--- config.mk ---
export PLATFORM = sky130hd
export DESIGN_NAME = eth_tx_framer
export DESIGN_NICKNAME = d
export VERILOG_FILES = /design/src/rtl/eth_tx_framer.sv
export SDC_FILE = /design/constraint.sdc
export NUM_CORES = 1
export LEC_CHECK = 0
export CORE_ASPECT_RATIO = 1.4
export CORE_MARGIN = 5
export CORE_UTILIZATION = 40
export DETAILED_ROUTE_END_ITERATION = 6
export PLACE_DENSITY = 0.75
export SETUP_SLACK_MARGIN = 0.3
export SYNTH_ARGS = -nofsm -noshare
export SYNTH_HDL_FRONTEND = slang
export SYNTH_SLANG_ARGS = --single-unit
--- constraint.sdc ---
create_clock -name clk -period 3.3 [get_ports clk]
set_input_delay 0.66 -clock clk [delete_from_list [all_inputs] [get_ports clk]]
set_output_delay 0.66 -clock clk [all_outputs]
set_load 0.1 [all_outputs]
--- src/rtl/eth_tx_framer.sv ---
// eth_tx_framer: turns the 32-bit sample stream into raw Ethernet frames for the MAC FIFO
// transmit port. Each frame is a fixed 4-word header, then the latched number of payload
// words, then an optional checksum trailer word.
// Optional feature macro: STICK_TX_CHECKSUM_EN appends one trailer word holding the
// mod-2^32 sum of the frame's payload words.
module eth_tx_framer #(
    parameter logic [47:0] DST_MAC  = 48'hFFFF_FFFF_FFFF,
    parameter logic [47:0] SRC_MAC  = 48'h0250_C2A0_0001,
    parameter logic [15:0] ETH_TYPE = 16'h88B5,
    parameter int          MAX_LEN  = 256,
    parameter int          LEN_W    = 9
) (
    input  logic             clk,
    input  logic             reset,
    input  logic             i_enable,
    input  logic [LEN_W-1:0] i_payload_len,
    input  logic [31:0]      i_data,
    input  logic             i_vld,
    output logic             o_rdy,
    output logic [31:0]      o_tx_data,
    output logic             o_tx_vld,
    output logic             o_tx_sop,
    output logic             o_tx_eop,
    input  logic             i_tx_rdy,
    output logic [15:0]      o_frame_cnt,
    output logic             o_busy
);

`ifdef STICK_TX_CHECKSUM_EN
    typedef enum logic [1:0] {IDLE = 2'd0, HDR = 2'd1, PAY = 2'd2, TRL = 2'd3} state_t;
`else
    typedef enum logic [1:0] {IDLE = 2'd0, HDR = 2'd1, PAY = 2'd2} state_t;
`endif

    localparam logic [LEN_W-1:0] MAX_LEN_W = LEN_W'(MAX_LEN);

    state_t           state_r, state_s;
    logic [1:0]       hdr_idx_r, hdr_idx_s;
    logic [LEN_W-1:0] pay_cnt_r, pay_cnt_s;
    logic [LEN_W-1:0] len_r, len_s;
    logic [LEN_W-1:0] len_clamp_s;
    logic [15:0]      seq_r, seq_s;
    logic [31:0]      data_r, data_s;
    logic             vld_r, vld_s;
    logic             sop_r, sop_s;
    logic             eop_r, eop_s;
    logic             busy_r;
    logic             load_ok_s;
    logic             accept_s;
    logic             last_pay_s;
`ifdef STICK_TX_CHECKSUM_EN
    logic [31:0]      sum_r, sum_s;

    // Running payload checksum, wrapping modulo 2^32.
    function automatic logic [31:0] sum32(input logic [31:0] acc, input logic [31:0] word);
        sum32 = acc + word;
    endfunction
`endif

    // Header word selected by index; W3 carries the current sequence number.
    function automatic logic [31:0] hdr_word(input logic [1:0] idx, input logic [15:0] seq);
        case (idx)
            2'd0:    hdr_word = DST_MAC[47:16];
            2'd1:    hdr_word = {DST_MAC[15:0], SRC_MAC[47:32]};
            2'd2:    hdr_word = SRC_MAC[31:0];
            2'd3:    hdr_word = {ETH_TYPE, seq};
            default: hdr_word = 32'd0;
        endcase
    endfunction

    // The output register may take a new word when empty or when its word leaves this cycle.
    assign load_ok_s  = !vld_r || i_tx_rdy;
    assign accept_s   = vld_r && i_tx_rdy;
    assign last_pay_s = (pay_cnt_r == (len_r - LEN_W'(1)));
    assign o_rdy      = (state_r == PAY) && load_ok_s;

    // Length to latch at frame start: zero becomes one, oversize clamps to MAX_LEN.
    always_comb begin
        len_clamp_s = i_payload_len;
        if (i_payload_len == {LEN_W{1'b0}}) begin
            len_clamp_s = LEN_W'(1);
        end else if (i_payload_len > MAX_LEN_W) begin
            len_clamp_s = MAX_LEN_W;
        end else begin
            len_clamp_s = i_payload_len;
        end
    end

    // Next-state and next output-register contents.
    always_comb begin
        state_s   = state_r;
        hdr_idx_s = hdr_idx_r;
        pay_cnt_s = pay_cnt_r;
        len_s     = len_r;
        data_s    = data_r;
        vld_s     = vld_r;
        sop_s     = sop_r;
        eop_s     = eop_r;
`ifdef STICK_TX_CHECKSUM_EN
        sum_s     = sum_r;
`endif
        // A word leaving without a replacement empties the register.
        if (accept_s) begin
            vld_s = 1'b0;
            sop_s = 1'b0;
            eop_s = 1'b0;
        end else begin
            vld_s = vld_r;
        end
        // The frame is counted once its eop word has been taken by the MAC.
        if (accept_s && eop_r) begin
            seq_s = seq_r + 16'd1;
        end else begin
            seq_s = seq_r;
        end
        case (state_r)
            IDLE: begin
                if (i_enable && i_vld) begin
                    state_s   = HDR;
                    hdr_idx_s = 2'd0;
                    pay_cnt_s = {LEN_W{1'b0}};
                    len_s     = len_clamp_s;
`ifdef STICK_TX_CHECKSUM_EN
                    sum_s     = 32'd0;
`endif
                end else begin
                    state_s = IDLE;
                end
            end
            HDR: begin
                if (load_ok_s) begin
                    data_s = hdr_word(hdr_idx_r, seq_r);
                    vld_s  = 1'b1;
                    sop_s  = (hdr_idx_r == 2'd0);
                    eop_s  = 1'b0;
                    if (hdr_idx_r == 2'd3) begin
                        state_s = PAY;
                    end else begin
                        hdr_idx_s = hdr_idx_r + 2'd1;
                    end
                end else begin
                    state_s = HDR;
                end
            end
            PAY: begin
                if (load_ok_s) begin
                    if (i_vld) begin
                        data_s = i_data;
                        vld_s  = 1'b1;
                        sop_s  = 1'b0;
`ifdef STICK_TX_CHECKSUM_EN
                        eop_s  = 1'b0;
                        sum_s  = sum32(sum_r, i_data);
`else
                        eop_s  = last_pay_s;
`endif
                        if (last_pay_s) begin
`ifdef STICK_TX_CHECKSUM_EN
                            state_s = TRL;
`else
                            state_s = IDLE;
`endif
                        end else begin
                            pay_cnt_s = pay_cnt_r + LEN_W'(1);
                        end
                    end else begin
                        // No fill words: the link simply goes idle until data returns.
                        vld_s = 1'b0;
                        sop_s = 1'b0;
                        eop_s = 1'b0;
                    end
                end else begin
                    state_s = PAY;
                end
            end
`ifdef STICK_TX_CHECKSUM_EN
            TRL: begin
                if (load_ok_s) begin
                    data_s  = sum_r;
                    vld_s   = 1'b1;
                    sop_s   = 1'b0;
                    eop_s   = 1'b1;
                    state_s = IDLE;
                end else begin
                    state_s = TRL;
                end
            end
`endif
            default: begin
                state_s = IDLE;
            end
        endcase
    end

    // State, counters and the registered MAC-side outputs.
    always_ff @(posedge clk or posedge reset) begin
        if (reset) begin
            state_r   <= IDLE;
            hdr_idx_r <= 2'd0;
            pay_cnt_r <= {LEN_W{1'b0}};
            len_r     <= {LEN_W{1'b0}};
            seq_r     <= 16'd0;
            data_r    <= 32'd0;
            vld_r     <= 1'b0;
            sop_r     <= 1'b0;
            eop_r     <= 1'b0;
            busy_r    <= 1'b0;
`ifdef STICK_TX_CHECKSUM_EN
            sum_r     <= 32'd0;
`endif
        end else begin
            state_r   <= state_s;
            hdr_idx_r <= hdr_idx_s;
            pay_cnt_r <= pay_cnt_s;
            len_r     <= len_s;
            seq_r     <= seq_s;
            data_r    <= data_s;
            vld_r     <= vld_s;
            sop_r     <= sop_s;
            eop_r     <= eop_s;
            busy_r    <= (state_s != IDLE);
`ifdef STICK_TX_CHECKSUM_EN
            sum_r     <= sum_s;
`endif
        end
    end

    assign o_tx_data   = data_r;
    assign o_tx_vld    = vld_r;
    assign o_tx_sop    = sop_r;
    assign o_tx_eop    = eop_r;
    assign o_frame_cnt = seq_r;
    assign o_busy      = busy_r;

endmodule

Word level (Yosys, flattened, before mapping)
Index checks and enable logic that the tools add are counted.
{"block": "op_classes", "add_sub_neg": 4, "order_cmp": 1, "n_eq_ne": 12, "n_mux": 37, "reduce_logical": 17}
{"cell": "32-bit case mux with 4 select lines", "n": 1}
{"cell": "32-bit two-way mux", "n": 3}
{"cell": "32-bit case mux with 2 select lines", "n": 1}
{"cell": "9-bit two-way mux", "n": 6}
{"cell": "9-bit case mux with 2 select lines", "n": 1}
{"cell": "16-bit by 1-bit adder with 16-bit output, second input constant", "n": 1}
{"cell": "2-bit two-way mux", "n": 8}
{"cell": "1-bit two-way mux", "n": 12}
{"cell": "2-bit != test, second input constant", "n": 6}
{"cell": "9-bit by 1-bit adder with 9-bit output, second input constant", "n": 1}
{"cell": "9-bit == test", "n": 1}
{"cell": "9-bit greater-than comparator, second input constant", "n": 1}
{"cell": "9-bit zero test", "n": 1}
{"cell": "9-bit by 1-bit subtractor with 9-bit output, second input constant", "n": 1}
{"cell": "4-bit AND reduction", "n": 2}
{"cell": "2-bit nonzero test", "n": 4}
{"cell": "2-bit == test, second input constant", "n": 3}
{"cell": "1-bit case mux with 2 select lines", "n": 3}
{"cell": "2-bit case mux with 3 select lines", "n": 1}
{"cell": "5-bit AND reduction", "n": 1}
{"cell": "2-bit by 1-bit == test with 1-bit output, second input constant", "n": 2}
{"cell": "1-bit logical AND", "n": 4}
{"cell": "2-bit zero test", "n": 2}
{"cell": "2-bit case mux with 2 select lines", "n": 1}
{"cell": "other kinds (4)", "n": 4}
{"block": "totals", "ff_bits": 74, "input_bits": 46, "out_inout_bits": 53, "wordCells": 81}

Depth between registers and ports, before layout
{"block": "logic_depth", "ltp_word": 7, "depth_mapped": 9, "mapped_depth_nobuf": 8}

Worst setup path before layout
Ideal clock, no wire load.
{"block": "synth_path", "path_type": "reg2out", "startpoint": "reg state_r[0]", "endpoint": "out o_rdy", "arrival_ns": 2.617, "slack_ns": 0.023, "path_stages_with_launch": 7, "path_buffers": 2, "cell_sequence": "dfrtp_1 inv_1 ha_1 clkbuf_1 clkinv_1 clkbuf_1 nor2_1"}
{"block": "synth_via", "elab_chain_len": 2}
{"item": "start, declared", "line": "37", "source": "state_t state_r, state_s;"}
{"item": "start signal, assigned", "line": "212", "source": "state_r <= state_s;"}
{"item": "2-bit == test", "line": "75", "source": "assign o_rdy = (state_r == PAY) && load_ok_s;"}
{"item": "1-bit logical AND", "line": "75"}
{"item": "end, declared", "line": "19", "source": "output logic o_rdy,"}
Every way passes these cells.

Final worst setup path
Ends and elaborated chain as after synthesis.

==> qor.log <==
[die] floorplan core area 9790 µm²
[die] die width 94.1 µm
[yosys] netlist area before placement 3960 µm²
[power] VDD IR max 0.378 mV
[timing] RSZ-0062 raised after global routing false
[yosys] share of synthesized area spent on multiplexers 3.51%
[min_path] Worst Hold Depth 2
[yosys] syn_nets 505
[timing] hold_ws 0.481 ns
[yosys] Post-Synth Simple-Gate Area 19.5%
[yosys] combinational family with the most area after synthesis simple AND/OR/NAND/NOR gates
[clock_tree] CTS buffer count 9
[drt] Vias 3513
[finish] number of standard cells in the final layout excluding fillers 678
[place] Post-Place Cells 663
[yosys] mean instance size in the synthesized netlist 8.85 µm²
[timing] post-route worst setup slack 0.536 ns
[timing] Setup-failing EPs final 0
[critical_path] kind of end point of the critical path output pin
[yosys] Netlist cell types 42
[critical_path] Crit Reg-Reg Startpoint len_r[0]
[critical_path] required time of the critical path 2.64 ns
[critical_path] type of origin of the critical path flip-flop
[finish] final-layout fill cell count 918
[critical_path] Setup CP Type flip-flop to output pin
[power] power density relative to cell area 1010 nW/µm²
[finish] final instance area 5280 µm²
[critical_path] max incr delay on CP 0.49 ns
[place] pre-CTS setup slack 0.684 ns
[timing] final critical path time including I/O delays and setup 2.76 ns
[die] starting density of the core 40.4%
[finish] final design utilization 53.9%
[timing] final count of pins violating max slew 0
[place] input/output buffers 98
[finish] # nets final 597
[global_routing] via count of the first global-routing pass 3461
[die] Die Height 128 µm
[clock_tree] Root Buffer sky130_fd_sc_hd__clkbuf_16
[drt] detailed-routing iteration count for the pre-antenna-repair pass 4
[drt] antenna-violating nets left 0
[yosys] number of enable flip-flop cells after synthesis 0
[drt] total wire length after detailed routing 10200 µm
[global_routing] number of antenna violations at the first check in global routing 0
[yosys] flop and latch count out of synthesis 74
[outcome] outcome complete, no violations
[yosys] dominant synthesized flop cell sky130_fd_sc_hd__dfrtp_1
[yosys] Yosys warnings 0
[critical_path] setup slack of the worst register-to-register path 0.66 ns
[yosys] Syn Inst Count 447
[die] overall die area 12000 µm²
[clock_tree] Clock transition at path regs 0.06 ns
[critical_path] cell chain of the critical path inv_1 > ha_1 > clkinv_1 > nor2_2 > buf_12
[drt] initial DRC count 143
[timing] summed negative setup slack over all endpoints 0 ns
[global_routing] global-route wire length before repair 16700 µm
[timing] crit share post-route 83.8%
[timing] Fmax achieved 362 MHz
[clock_tree] hold-fix buffer count after cts 0
[yosys] part of the Yosys area used for sequential elements 46.8%
[critical_path] Crit-path slowest cell sky130_fd_sc_hd__clkinv_1
[drt] Wirelength per Cell 15.1 µm
[yosys] Adder-Cell Fraction of Synth Area 3.79%
[clock_tree] H-tree level count 3
[critical_path] reg2reg path depth 8
[global_routing] GR Overflow Total 0
[job] number of maximum-capacitance constraint violations 0
[place] placed inst area 4950 µm²
[min_path] hold_sp o_tx_data[21]
[critical_path] delay-heaviest family, CP buffers and inverters
[clock_tree] Clock Latency Late Sink 0.34 ns
[yosys] async set-or-reset flop fraction in the synthesized netlist 100%
[place] placed wire-length estimate 7580 µm
[finish] count of antenna diodes in the layout 0
[clock_tree] Gates resized, CTS repair 0
[timing] clk_skew 0.00461 ns
[clock_tree] post-CTS setup buffer count 0
[yosys] post-synthesis share of cell area spent on xor and xnor gates 5.75%
[global_routing] largest net degree at the start of global routing 43
[min_path] Hold WC Path Type flip-flop to flip-flop
[place] placer congestion estimate 0.832
[power] overall power after layout 5.33 mW
[timing] relative slew slack 42.9%
[critical_path] reg-to-reg critical path endpoint pay_cnt_r[0]
[critical_path] Crit path buffers/inverters 3
[finish] area added between synthesis and finish 33.4%
[global_routing] total track usage 17.7%
[critical_path] peak fanout along the critical path 19
[clock_tree] TritonCTS clock tree built
[die] standard-cell rows 43
[clock_tree] number of buffers between clock root and the deepest sink 2
[power] leakage power figure 2.43 nW
[finish] proportion of layout cells with a drive suffix above 1 16.4%
[critical_path] critical path arrival 2.10 ns
[timing] count of endpoints failing hold in the final timing report 0
[min_path] Min-Delay Endpoint o_tx_data[21]
[timing] Least-Margin Pin Slew 0.850 ns
[clock_tree] TritonCTS sink count 74
[drt] DR vias/cell 5.18
[yosys] post-synthesis compound-gate area fraction 17.1%
[drt] DRC violation count after routing 0
[die] top-level I/O count 99
power breakdown:
part	total, mW	switching (mW)	internal, mW
combinational	2.92	2.26	0.658
sequential	1.34	0.182	1.16
clock	1.07	0.374	0.698
registers in the layout, indices dropped and copies added, names as in the netlist:
signal,cells
o_tx_vld,1
hdr_idx_r,2
state_r,2
o_tx_sop,1
pay_cnt_r,9
o_frame_cnt,16
o_tx_eop,1
o_tx_data,32
o_busy,1
len_r,9
layer usage:
layer  part of all wire, %  wire length, µm  GRT usage [%]
met2                    50             5080           29.7
met5                     0                0              0
met1                    41             4180           21.4
met3                   7.0              721           4.64
met4                   2.6              267           7.31
Yosys cell counts, drive strengths merged, types with 3 or more instances:
| cell type | number | area (µm²) |
|---|---|---|
| ha | 12 | 150 |
| nor4 | 3 | 25.0 |
| nor2 | 35 | 131 |
| xor2 | 11 | 96.3 |
| xnor2 | 15 | 131 |
| nand2 | 75 | 282 |
| o31ai | 8 | 60.1 |
| a21o | 3 | 22.5 |
| mux2i | 9 | 90.1 |
| nand4 | 7 | 43.8 |
| o21ai | 45 | 225 |
| inv | 12 | 45.0 |
| clkbuf | 23 | 86.3 |
| mux2 | 4 | 48.8 |
| a21oi | 45 | 225 |
| nand3 | 18 | 90.1 |
| dfrtp | 74 | 1850 |
| nor3 | 7 | 35.0 |
| and3 | 4 | 25.0 |
| nand2b | 14 | 87.6 |
how the worst max path moves through the flow:
stage | cells after the start | startpoint | to | slack [ns]
6_report | 5 | state_r[0] | o_rdy | 0.54
5_1_grt | 5 | state_r[0] | o_rdy | 0.40
4_1_cts | 5 | state_r[0] | o_rdy | 0.50
3_5_place_dp | 8 | len_r[0] | pay_cnt_r[0] | 0.68
3_3_place_gp | 7 | i_tx_rdy | o_frame_cnt[15] | 0.77
2_1_floorplan | 6 | state_r[0] | o_rdy | 0.48
kinds of logic (layout without fill, tap and decap cells):
group           Yosys count  after routing
mux                      13             13
simple gates            169            169
flops                    74             74
compound gates          116            116
xor+xnor                 26             26
fa+ha+maj                12             12
buf+inv                  37            133
final cells by class:
type / count / area (µm²) / area share (%)
Multi-Input combinational cell: 336 / 1970 / 37.3
Sequential cell: 74 / 1850 / 35.1
Timing Repair Buffer: 105 / 913 / 17.3
Clock buffer: 11 / 253 / 4.79
Tap cell: 135 / 169 / 3.20
Clock inverter: 4 / 75.1 / 1.42
Inverter: 13 / 48.8 / 0.924
layout by cell type (no fill, tap or decap), types with 8 or more instances in the layout:
cell type                         Yosys  final
sky130_fd_sc_hd__xnor2_1             15     15
sky130_fd_sc_hd__ha_1                12     12
sky130_fd_sc_hd__buf_4                0     59
sky130_fd_sc_hd__nand2_1             75     74
sky130_fd_sc_hd__clkbuf_16            0      9
sky130_fd_sc_hd__nand2b_1            14     14
sky130_fd_sc_hd__nand3_1             18     18
sky130_fd_sc_hd__inv_1               12     11
sky130_fd_sc_hd__clkdlybuf4s50_1      0     45
sky130_fd_sc_hd__o31ai_1              8      8
sky130_fd_sc_hd__mux2i_1              9      9
sky130_fd_sc_hd__dfrtp_1             74     74
sky130_fd_sc_hd__nor2_1              35     34
sky130_fd_sc_hd__o21ai_0             44     44
sky130_fd_sc_hd__a21oi_1             45     45
sky130_fd_sc_hd__xor2_1              11     11
worst register-to-register path, stage by stage, from the launching register on:
cell                        delay, ns
sky130_fd_sc_hd__dfrtp_1         0.43
sky130_fd_sc_hd__inv_1           0.08
sky130_fd_sc_hd__ha_1            0.17
sky130_fd_sc_hd__nor3b_2         0.26
sky130_fd_sc_hd__xor2_1          0.15
sky130_fd_sc_hd__or3_4           0.41
sky130_fd_sc_hd__a2111oi_4       0.56
sky130_fd_sc_hd__a21boi_2        0.16
sky130_fd_sc_hd__mux2_4          0.32
(Power assumes the default switching activity.)
